$ cat src/rtl/mem_access.sv
// mem_access: data-memory access stage of the in-order pipeline.
//
// Decodes the memory op from the EX/MEM register. Loads and stores run a
// req/ack transaction on the data bus, with byte enables and lane steering.
// Load data is sign- or zero-extended. The writeback triple is forwarded
// toward WB through an output register. Upstream is stalled while a bus
// transaction is outstanding.
//
// Ports
//   clk_i, rst_ni                  clock, synchronous active-low reset
//   mem_op_i                       0 NOP, 1 LB, 2 LH, 3 LW, 4 LBU, 5 LHU,
//                                  6 SB, 7 SH, 8 SW, others NOP
//   mem_we_i                       store flag (unused, the op decides)
//   mem_addr_i, mem_data_i         byte address, store data
//   reg_waddr_i/we_i/wdata_i       writeback triple from EX
//   dbus_*                         data bus (req held until one-cycle ack)
//   stall_o                        combinational upstream hold
//   misalign_o                     one-cycle pulse on a misaligned access
//   reg_waddr_o/we_o/wdata_o       writeback triple to WB
module mem_access #(
  parameter int ADDR_WIDTH  = 32,
  parameter int DATA_WIDTH  = 32,
  parameter int RADDR_WIDTH = 5
) (
  input  logic                   clk_i,
  input  logic                   rst_ni,
  input  logic [3:0]             mem_op_i,
  input  logic                   mem_we_i,
  input  logic [ADDR_WIDTH-1:0]  mem_addr_i,
  input  logic [DATA_WIDTH-1:0]  mem_data_i,
  input  logic [RADDR_WIDTH-1:0] reg_waddr_i,
  input  logic                   reg_we_i,
  input  logic [DATA_WIDTH-1:0]  reg_wdata_i,
  output logic                   dbus_req_o,
  output logic                   dbus_we_o,
  output logic [ADDR_WIDTH-1:0]  dbus_addr_o,
  output logic [3:0]             dbus_be_o,
  output logic [DATA_WIDTH-1:0]  dbus_wdata_o,
  input  logic                   dbus_ack_i,
  input  logic [DATA_WIDTH-1:0]  dbus_rdata_i,
  output logic                   stall_o,
  output logic                   misalign_o,
  output logic [RADDR_WIDTH-1:0] reg_waddr_o,
  output logic                   reg_we_o,
  output logic [DATA_WIDTH-1:0]  reg_wdata_o
);

  localparam logic [3:0] OP_LB  = 4'd1;
  localparam logic [3:0] OP_LH  = 4'd2;
  localparam logic [3:0] OP_LW  = 4'd3;
  localparam logic [3:0] OP_LBU = 4'd4;
  localparam logic [3:0] OP_LHU = 4'd5;
  localparam logic [3:0] OP_SB  = 4'd6;
  localparam logic [3:0] OP_SH  = 4'd7;
  localparam logic [3:0] OP_SW  = 4'd8;

  typedef enum logic [1:0] {IDLE, BUS, DONE} state_t;

  state_t state, state_nxt;

  // The store flag is redundant with the op encoding.
  logic unused_we;
  assign unused_we = mem_we_i;

  function automatic logic [3:0] byte_enables(input logic [3:0] op, input logic [1:0] lane);
    case (op)
      OP_LB, OP_LBU, OP_SB: byte_enables = 4'b0001 << lane;
      OP_LH, OP_LHU, OP_SH: byte_enables = lane[1] ? 4'b1100 : 4'b0011;
      default:              byte_enables = 4'b1111;
    endcase
  endfunction

  // Replicate the store value across lanes so the enabled lanes carry it.
  function automatic logic [DATA_WIDTH-1:0] steer_store(input logic [3:0] op,
                                                        input logic [DATA_WIDTH-1:0] data);
    case (op)
      OP_SB:   steer_store = {4{data[7:0]}};
      OP_SH:   steer_store = {2{data[15:0]}};
      default: steer_store = data;
    endcase
  endfunction

  function automatic logic [DATA_WIDTH-1:0] format_load(input logic [3:0] op,
                                                        input logic [1:0] lane,
                                                        input logic [DATA_WIDTH-1:0] rdata);
    logic [DATA_WIDTH-1:0] shifted;
    shifted = rdata >> {lane, 3'b000};
    case (op)
      OP_LB:   format_load = {{(DATA_WIDTH-8){shifted[7]}}, shifted[7:0]};
      OP_LH:   format_load = {{(DATA_WIDTH-16){shifted[15]}}, shifted[15:0]};
      OP_LBU:  format_load = {{(DATA_WIDTH-8){1'b0}}, shifted[7:0]};
      OP_LHU:  format_load = {{(DATA_WIDTH-16){1'b0}}, shifted[15:0]};
      default: format_load = shifted;
    endcase
  endfunction

  // Decode of the presented instruction
  logic is_load, is_store, is_access, is_misaligned, start_access;

  always_comb begin
    is_load   = (mem_op_i >= OP_LB) && (mem_op_i <= OP_LHU);
    is_store  = (mem_op_i >= OP_SB) && (mem_op_i <= OP_SW);
    is_access = is_load || is_store;
    case (mem_op_i)
      OP_LH, OP_LHU, OP_SH: is_misaligned = mem_addr_i[0];
      OP_LW, OP_SW:         is_misaligned = (mem_addr_i[1:0] != 2'b00);
      default:              is_misaligned = 1'b0;
    endcase
    start_access = (state == IDLE) && is_access && !is_misaligned;
  end

  // FSM state register
  always_ff @(posedge clk_i) begin
    if (!rst_ni) state <= IDLE;
    else         state <= state_nxt;
  end

  always_comb begin
    state_nxt = state;
    case (state)
      IDLE:    if (start_access) state_nxt = BUS;
      BUS:     if (dbus_ack_i)   state_nxt = DONE;
      DONE:    state_nxt = IDLE;
      default: state_nxt = IDLE;
    endcase
  end

  always_comb begin
    dbus_req_o = (state == BUS);
    stall_o    = start_access || (state == BUS);
  end

  // Stage p1: bus request registers, stable for the whole transaction
  logic [ADDR_WIDTH-1:0] addr_p1;
  logic [DATA_WIDTH-1:0] wdata_p1;
  logic [3:0]            be_p1;
  logic                  we_p1;
  logic [3:0]            op_p1;
  logic [1:0]            lane_p1;

  always_ff @(posedge clk_i) begin
    if (!rst_ni) begin
      addr_p1  <= '0;
      wdata_p1 <= '0;
      be_p1    <= '0;
      we_p1    <= 1'b0;
      op_p1    <= '0;
      lane_p1  <= '0;
    end else if (start_access) begin
      addr_p1  <= {mem_addr_i[ADDR_WIDTH-1:2], 2'b00};
      wdata_p1 <= steer_store(mem_op_i, mem_data_i);
      be_p1    <= byte_enables(mem_op_i, mem_addr_i[1:0]);
      we_p1    <= is_store;
      op_p1    <= mem_op_i;
      lane_p1  <= mem_addr_i[1:0];
    end
  end

  assign dbus_addr_o  = addr_p1;
  assign dbus_wdata_o = wdata_p1;
  assign dbus_be_o    = be_p1;
  assign dbus_we_o    = we_p1;

  // Stage p2: load hold register, captured on the acknowledged bus cycle
  logic [DATA_WIDTH-1:0] hold_p2;

  always_ff @(posedge clk_i) begin
    if (!rst_ni)                          hold_p2 <= '0;
    else if ((state == BUS) && dbus_ack_i) hold_p2 <= format_load(op_p1, lane_p1, dbus_rdata_i);
  end

  // Stage p3: writeback output register; carries a bubble while accessing
  always_ff @(posedge clk_i) begin
    if (!rst_ni) begin
      reg_waddr_o <= '0;
      reg_we_o    <= 1'b0;
      reg_wdata_o <= '0;
      misalign_o  <= 1'b0;
    end else begin
      reg_waddr_o <= '0;
      reg_we_o    <= 1'b0;
      reg_wdata_o <= '0;
      misalign_o  <= 1'b0;
      case (state)
        IDLE: begin
          if (!is_access) begin
            reg_waddr_o <= reg_waddr_i;
            reg_we_o    <= reg_we_i;
            reg_wdata_o <= reg_wdata_i;
          end
          misalign_o <= is_access && is_misaligned;
        end
        DONE: begin
          reg_waddr_o <= reg_waddr_i;
          reg_we_o    <= reg_we_i;
          reg_wdata_o <= we_p1 ? reg_wdata_i : hold_p2;
        end
        default: ;
      endcase
    end
  end

endmodule

$ cat config.mk
export PLATFORM = sky130hd
export DESIGN_NAME = mem_access
export DESIGN_NICKNAME = d
export VERILOG_FILES = /design/src/rtl/mem_access.sv
export SDC_FILE = /design/constraint.sdc
export NUM_CORES = 1
export LEC_CHECK = 0
export CAP_MARGIN = 25
export CORE_MARGIN = 3
export CORE_UTILIZATION = 47
export DETAILED_ROUTE_END_ITERATION = 6
export PLACE_DENSITY = 0.86
export SLEW_MARGIN = 20
export SYNTH_ARGS = -nofsm -noshare
export SYNTH_HDL_FRONTEND = slang
export SYNTH_SLANG_ARGS = --single-unit
$ cat constraint.sdc
create_clock -name clk_i -period 9.25 [get_ports clk_i]
set_input_delay 2.775 -clock clk_i [delete_from_list [all_inputs] [get_ports clk_i]]
set_output_delay 2.775 -clock clk_i [all_outputs]
set_load 0.01 [all_outputs]
* Word-level counts from Yosys, hierarchy flattened
Index checks and enable logic that the tools add are counted.
** Operators by class
- Multipliers :: 0
- Shifts and indexed selects :: 2
- Multiplexer cells :: 15
- Add/sub/neg operators :: 0
- Reduce and logical (&&, ||, !) cells :: 16
- Magnitude comparators :: 4
- Equal/unequal tests :: 16
- Bitwise gates (word level) :: 0
- Divide/modulo/power cells :: 0
** Operators by type and width (count)
- $pmux W32 S2 :: 2
- $pmux W32 S4 :: 1
- $mux W32 :: 2
- $shr A32 B5 Y32 :: 1
- $eq A4 B3 Y1 const B :: 6
- $eq A4 B2 Y1 const B :: 3
- $pmux W5 S2 :: 1
- $eq A4 B1 Y1 const B :: 2
- $pmux W4 S2 :: 1
- $logic_and A1 B1 Y1 :: 6
- $reduce_or A3 Y1 :: 2
- $mux W5 :: 1
- $eq A4 B4 Y1 const B :: 1
- $ge A4 B1 Y1 const B :: 1
- $ge A4 B3 Y1 const B :: 1
- $le A4 B3 Y1 const B :: 1
- $le A4 B4 Y1 const B :: 1
- $mux W2 :: 2
- $mux W4 :: 1
- $pmux W1 S2 :: 2
- $pmux W2 S2 :: 1
- $reduce_and A2 Y1 :: 2
- $shl A1 B2 Y4 const A :: 1
- $eq A2 B1 Y1 const B :: 1
- other kinds (9) :: 10
** Storage, ports and cells
- Word-level logic and storage cells :: 65
- Bits in latches :: 0
- Memory bits (writable) :: 0
- ROM bits :: 0
- Output and inout port bits :: 110
- Memories :: 0
- Flip-flop bits (word level) :: 146

* Logic depth before layout (Yosys ltp)
- Depth after elaboration :: 7
- Depth in mapped cells :: 8

* Worst setup path before layout
No wires, ideal clock.
- Kind :: input port to output port
- Start :: input mem_op_i[0]
- End :: output stall_o
- Cell stages on the path :: 7
- Setup slack :: 2.162 ns
- Data arrival time :: 4.313 ns
- Data required time :: 6.475 ns
- Cell sequence :: buf_2 -> or3b_2 -> a211oi_2 -> nor4_4 -> buf_6 -> buf_6 -> or2_2
** On the way
- Longest elaborated chain between the ends :: 6
** RTL lines
- from (decl) :: RTL line 27 : input logic [3:0] mem_op_i,
- $eq A4 B2 Y1, or another cell as far along :: RTL line 104 : case (mem_op_i)
- $reduce_or A3 Y1, or another cell as far along :: RTL line 104
- $pmux W1 S2 or $logic_or A1 B1 Y1 (tied branches) :: RTL line 104, 103
- $logic_not A1 Y1 or $logic_and A1 B1 Y1 (tied branches) :: RTL line 109 : start_access = (state == IDLE) && is_access && !is_misaligned;
- $logic_and A1 B1 Y1 * :: RTL line 109
- $logic_or A1 B1 Y1 * :: RTL line 130 : stall_o = start_access || (state == BUS);
- to (decl) :: RTL line 41 : output logic stall_o,
Mark *: on every way between the ends. The rest lies on a longest branch, timed or not.

* Worst setup path after layout
- Start :: input mem_op_i[3]
- End :: output stall_o
The elaborated chain is that of the path after synthesis.

==> results.json <==
{
  "outcome": "finished clean",
  "io_pins": 252,
  "antenna_left": 0,
  "combPwrFrac_pct": 18.4,
  "post-cts-setup-buffers": 0,
  "internal_power_mw": 1.40,
  "cts.sinks": 146,
  "layout-drive-gt1-share_pct": 6.51,
  "hold_ws_ns": 0.454,
  "fin_nets": 1081,
  "drt-initial-drc-count": 454,
  "r2r_cells": 6,
  "pwr-share-seq_pct": 38.2,
  "worst-path-buf-inv": 2,
  "clock_skew_ns": 0.00614,
  "track_usage_pct": 25.6,
  "slowest_delay_ns": 0.71,
  "grt_pass1_wl_um": 29500,
  "maxSlewViolCount": 0,
  "grt_pass1_vias": 5809,
  "crit_slowest_cell": "clkdlybuf4s50_1",
  "end_kind": "primary output",
  "arrival_ns": 5.13,
  "worstSetupStartpointType": "input port",
  "synth_xor_xnor_area_share_pct": 0.279,
  "via_per_inst": 5.38,
  "netlist_instances": 730,
  "vias": 6042,
  "hold_class": "flip-flop to flip-flop",
  "hold_violations": 0,
  "ys_ff_latch": 146,
  "avgRoutedWirePerCell_um": 17.1,
  "synthAdderAreaFrac_pct": 0,
  "yosys-top-cells-count": "146 x dfxtp_1, 110 x nand2_1, 103 x o21ai_0",
  "crit_type": "input port to primary output",
  "grt.busiest_layer": "met2",
  "grt_max_degree": 115,
  "power_switching_mw": 0.454,
  "ir_drop_mv": 0.132,
  "synth_mux_area_share_pct": 6.77,
  "numCtsBuffers": 17,
  "final_util_pct": 73.4,
  "rrSetupSlack_ns": 6.67,
  "async_flop_share_pct": 0,
  "drv_cap": 0,
  "globalRouteOverflowTotal": 0,
  "gr-usage-met3_pct": 12.9,
  "grtUsageMet2_pct": 42.5,
  "row_count": 41,
  "met1_usage_pct": 28.3,
  "total_power_mw": 1.85,
  "antenna_found_initial": 0,
  "tns_ns": 0,
  "first_pass_iters": 6,
  "die_area_um2": 14800,
  "remaining_drc_errors": 0,
  "routed_wl_um": 19200,
  "avgSynthCellArea_um2": 8.59,
  "clkTransAtPathRegs_ns": 0.06,
  "rsz0062_at_grt": "false",
  "path_cells": "clkdlybuf4s50_1 > or3b_2 > a211oi_2 > nor4_4 > or2_2 > clkdlybuf4s50_1",
  "synth_simple_gate_area_share_pct": 19.4,
  "core_um2": 12800,
  "crit_fanout": 11,
  "clockRootBuffer": "clkbuf_16",
  "setup_viol": 0,
  "cp_common_cell": "clkdlybuf4s50_1",
  "tightestPinTransition_ns": 1.01,
  "power_density_nw_per_um2": 197,
  "cts_tree": "done",
  "crit_required_ns": 6.48,
  "die_w_um": 121,
  "rr_startpoint": "state[1]",
  "ys_seq_area_share_pct": 46.6,
  "clock_latency_ns": 0.42,
  "synth_top_family_by_area": "compound AO/OA/AOI/OAI gates",
  "port_buffers": 248,
  "htree_levels": 4,
  "place_ws_ns": 1.35,
  "synth_top_cell_area_share_pct": 46.6,
  "period_minus_slack_ns": 7.91,
  "place_congestion": 0.838,
  "yosys_warnings": 0,
  "synth_area_leader_cell": "dfxtp_1",
  "clockPowerShare_pct": 43.4,
  "fin_ws_ns": 1.34,
  "antenna_cells": 0,
  "area_delta_synth_final_pct": 50.2,
  "max_freq_mhz": 126,
  "synth_most_common_cell": "dfxtp_1",
  "ys_types": 49,
  "synth_area_um2": 6270,
  "hpwl_um": 13300,
  "max_slew_margin_pct": 32.6,
  "die_y_um": 121,
  "synth_edf_count": 0,
  "synth-main-ff-cell": "dfxtp_1",
  "finalCritPeriodShare_pct": 85.5,
  "critPathTopFamily": "buffers and inverters",
  "hold_buffers": 0,
  "synth-compound-area-share_pct": 21.5,
  "r2r-end": "dbus_wdata_o[14]",
  "cp.depth": 6,
  "synth_area_leaders": "dfxtp_1 47%, o21ai_0 8.2%, nand2_1 6.6%",
  "initial_core_util_pct": 48.9,
  "cts_resized": 0,
  "leakage_nw": 3.66,
  "switching_share_pct": 24.5,
  "cp-endpoint": "stall_o",
  "worstSetupStartpoint": "mem_op_i[3]",
  "clk_path_buf_depth": 2
}
cell families after synthesis:
group	count (synthesis)
flops	146
simple gates	249
mux	40
other cells	1
compound gates	220
xor+xnor	2
buf+inv	72
power by group through the flow:
stage	clock network [mW]	logic [mW]	registers [mW]
after floorplan	0	0.154	0.733
after global placement	0	0.336	0.717
after detailed placement	0	0.340	0.719
after CTS	0.814	0.344	0.706
after global routing	0.840	0.371	0.712
final	0.803	0.341	0.707
state kept, by name, summed over array words and instances, names as in the netlist, 2 cells and up:
register	cells
state	2
hold_p2	32
op_p1	4
lane_p1	2
reg_waddr_o	5
reg_wdata_o	32
dbus_be_o	4
dbus_addr_o	30
dbus_wdata_o	32
per-layer routing:
metal  vias to the layer above  part of all wire, %
met5                         -                    0
met4                         0                  2.2
met3                        28                   11
met2                       262                   48
met1                      2777                   38
li1                       2975                    -
worst register-to-register path: stages, from the launching register on:
cell,delay (ns)
dfxtp_1,0.33
or3_4,0.43
nor4_4,0.18
buf_4,0.40
buf_4,0.71
nand3_1,0.22
o211a_1,0.20
through the flow:
step / std cells / instance area, um2
final: 1124 / 9410
after global placement: 1091 / 8710
after floorplan: 731 / 6270
after CTS: 1124 / 9410
after global routing: 1124 / 9410
after detailed placement: 1092 / 8720
worst min path at each step:
stage                            endpoint       startpoint  cells past startpoint
after global routing      dbus_addr_o[15]  dbus_addr_o[15]                      2
after CTS                 dbus_addr_o[15]  dbus_addr_o[15]                      2
after floorplan                hold_p2[2]       hold_p2[2]                      2
after detailed placement  dbus_addr_o[15]  dbus_addr_o[15]                      2
final                      dbus_addr_o[9]   dbus_addr_o[9]                      2
after global placement     dbus_addr_o[9]   dbus_addr_o[9]                      2
layout by cell type (no fill, tap or decap), drive strengths merged, types with 2 or more instances in the layout:
cell type      count
nand3             59
clkinv             4
o211ai             7
nor2              19
mux2i             30
nor3b              3
a21boi             8
o211a             17
inv                5
clkdlybuf4s50    247
dfxtp            146
mux2               9
nand2b             3
nand3b             3
nor2b             26
and2              11
conb               2
clkbuf            18
nor4               3
a21oi             41
or2                2
clkinvlp           2
a2bb2oi            4
o21ai            104
or3                3
buf               10
bufinv             7
nand2            110
a22oi             33
area by class of cell:
type                            instances  area [um2]
Clock buffer                           18         439
Sequential cell                       146        2920
Clock inverter                         14         258
Fill cell                             977        3410
Timing Repair Buffer                  257        2550
Inverter                                4        15.0
Multi-Input combinational cell        513        3020
Tap cell                              172         215
No activity file was read; power rests on OpenSTA's default activity.
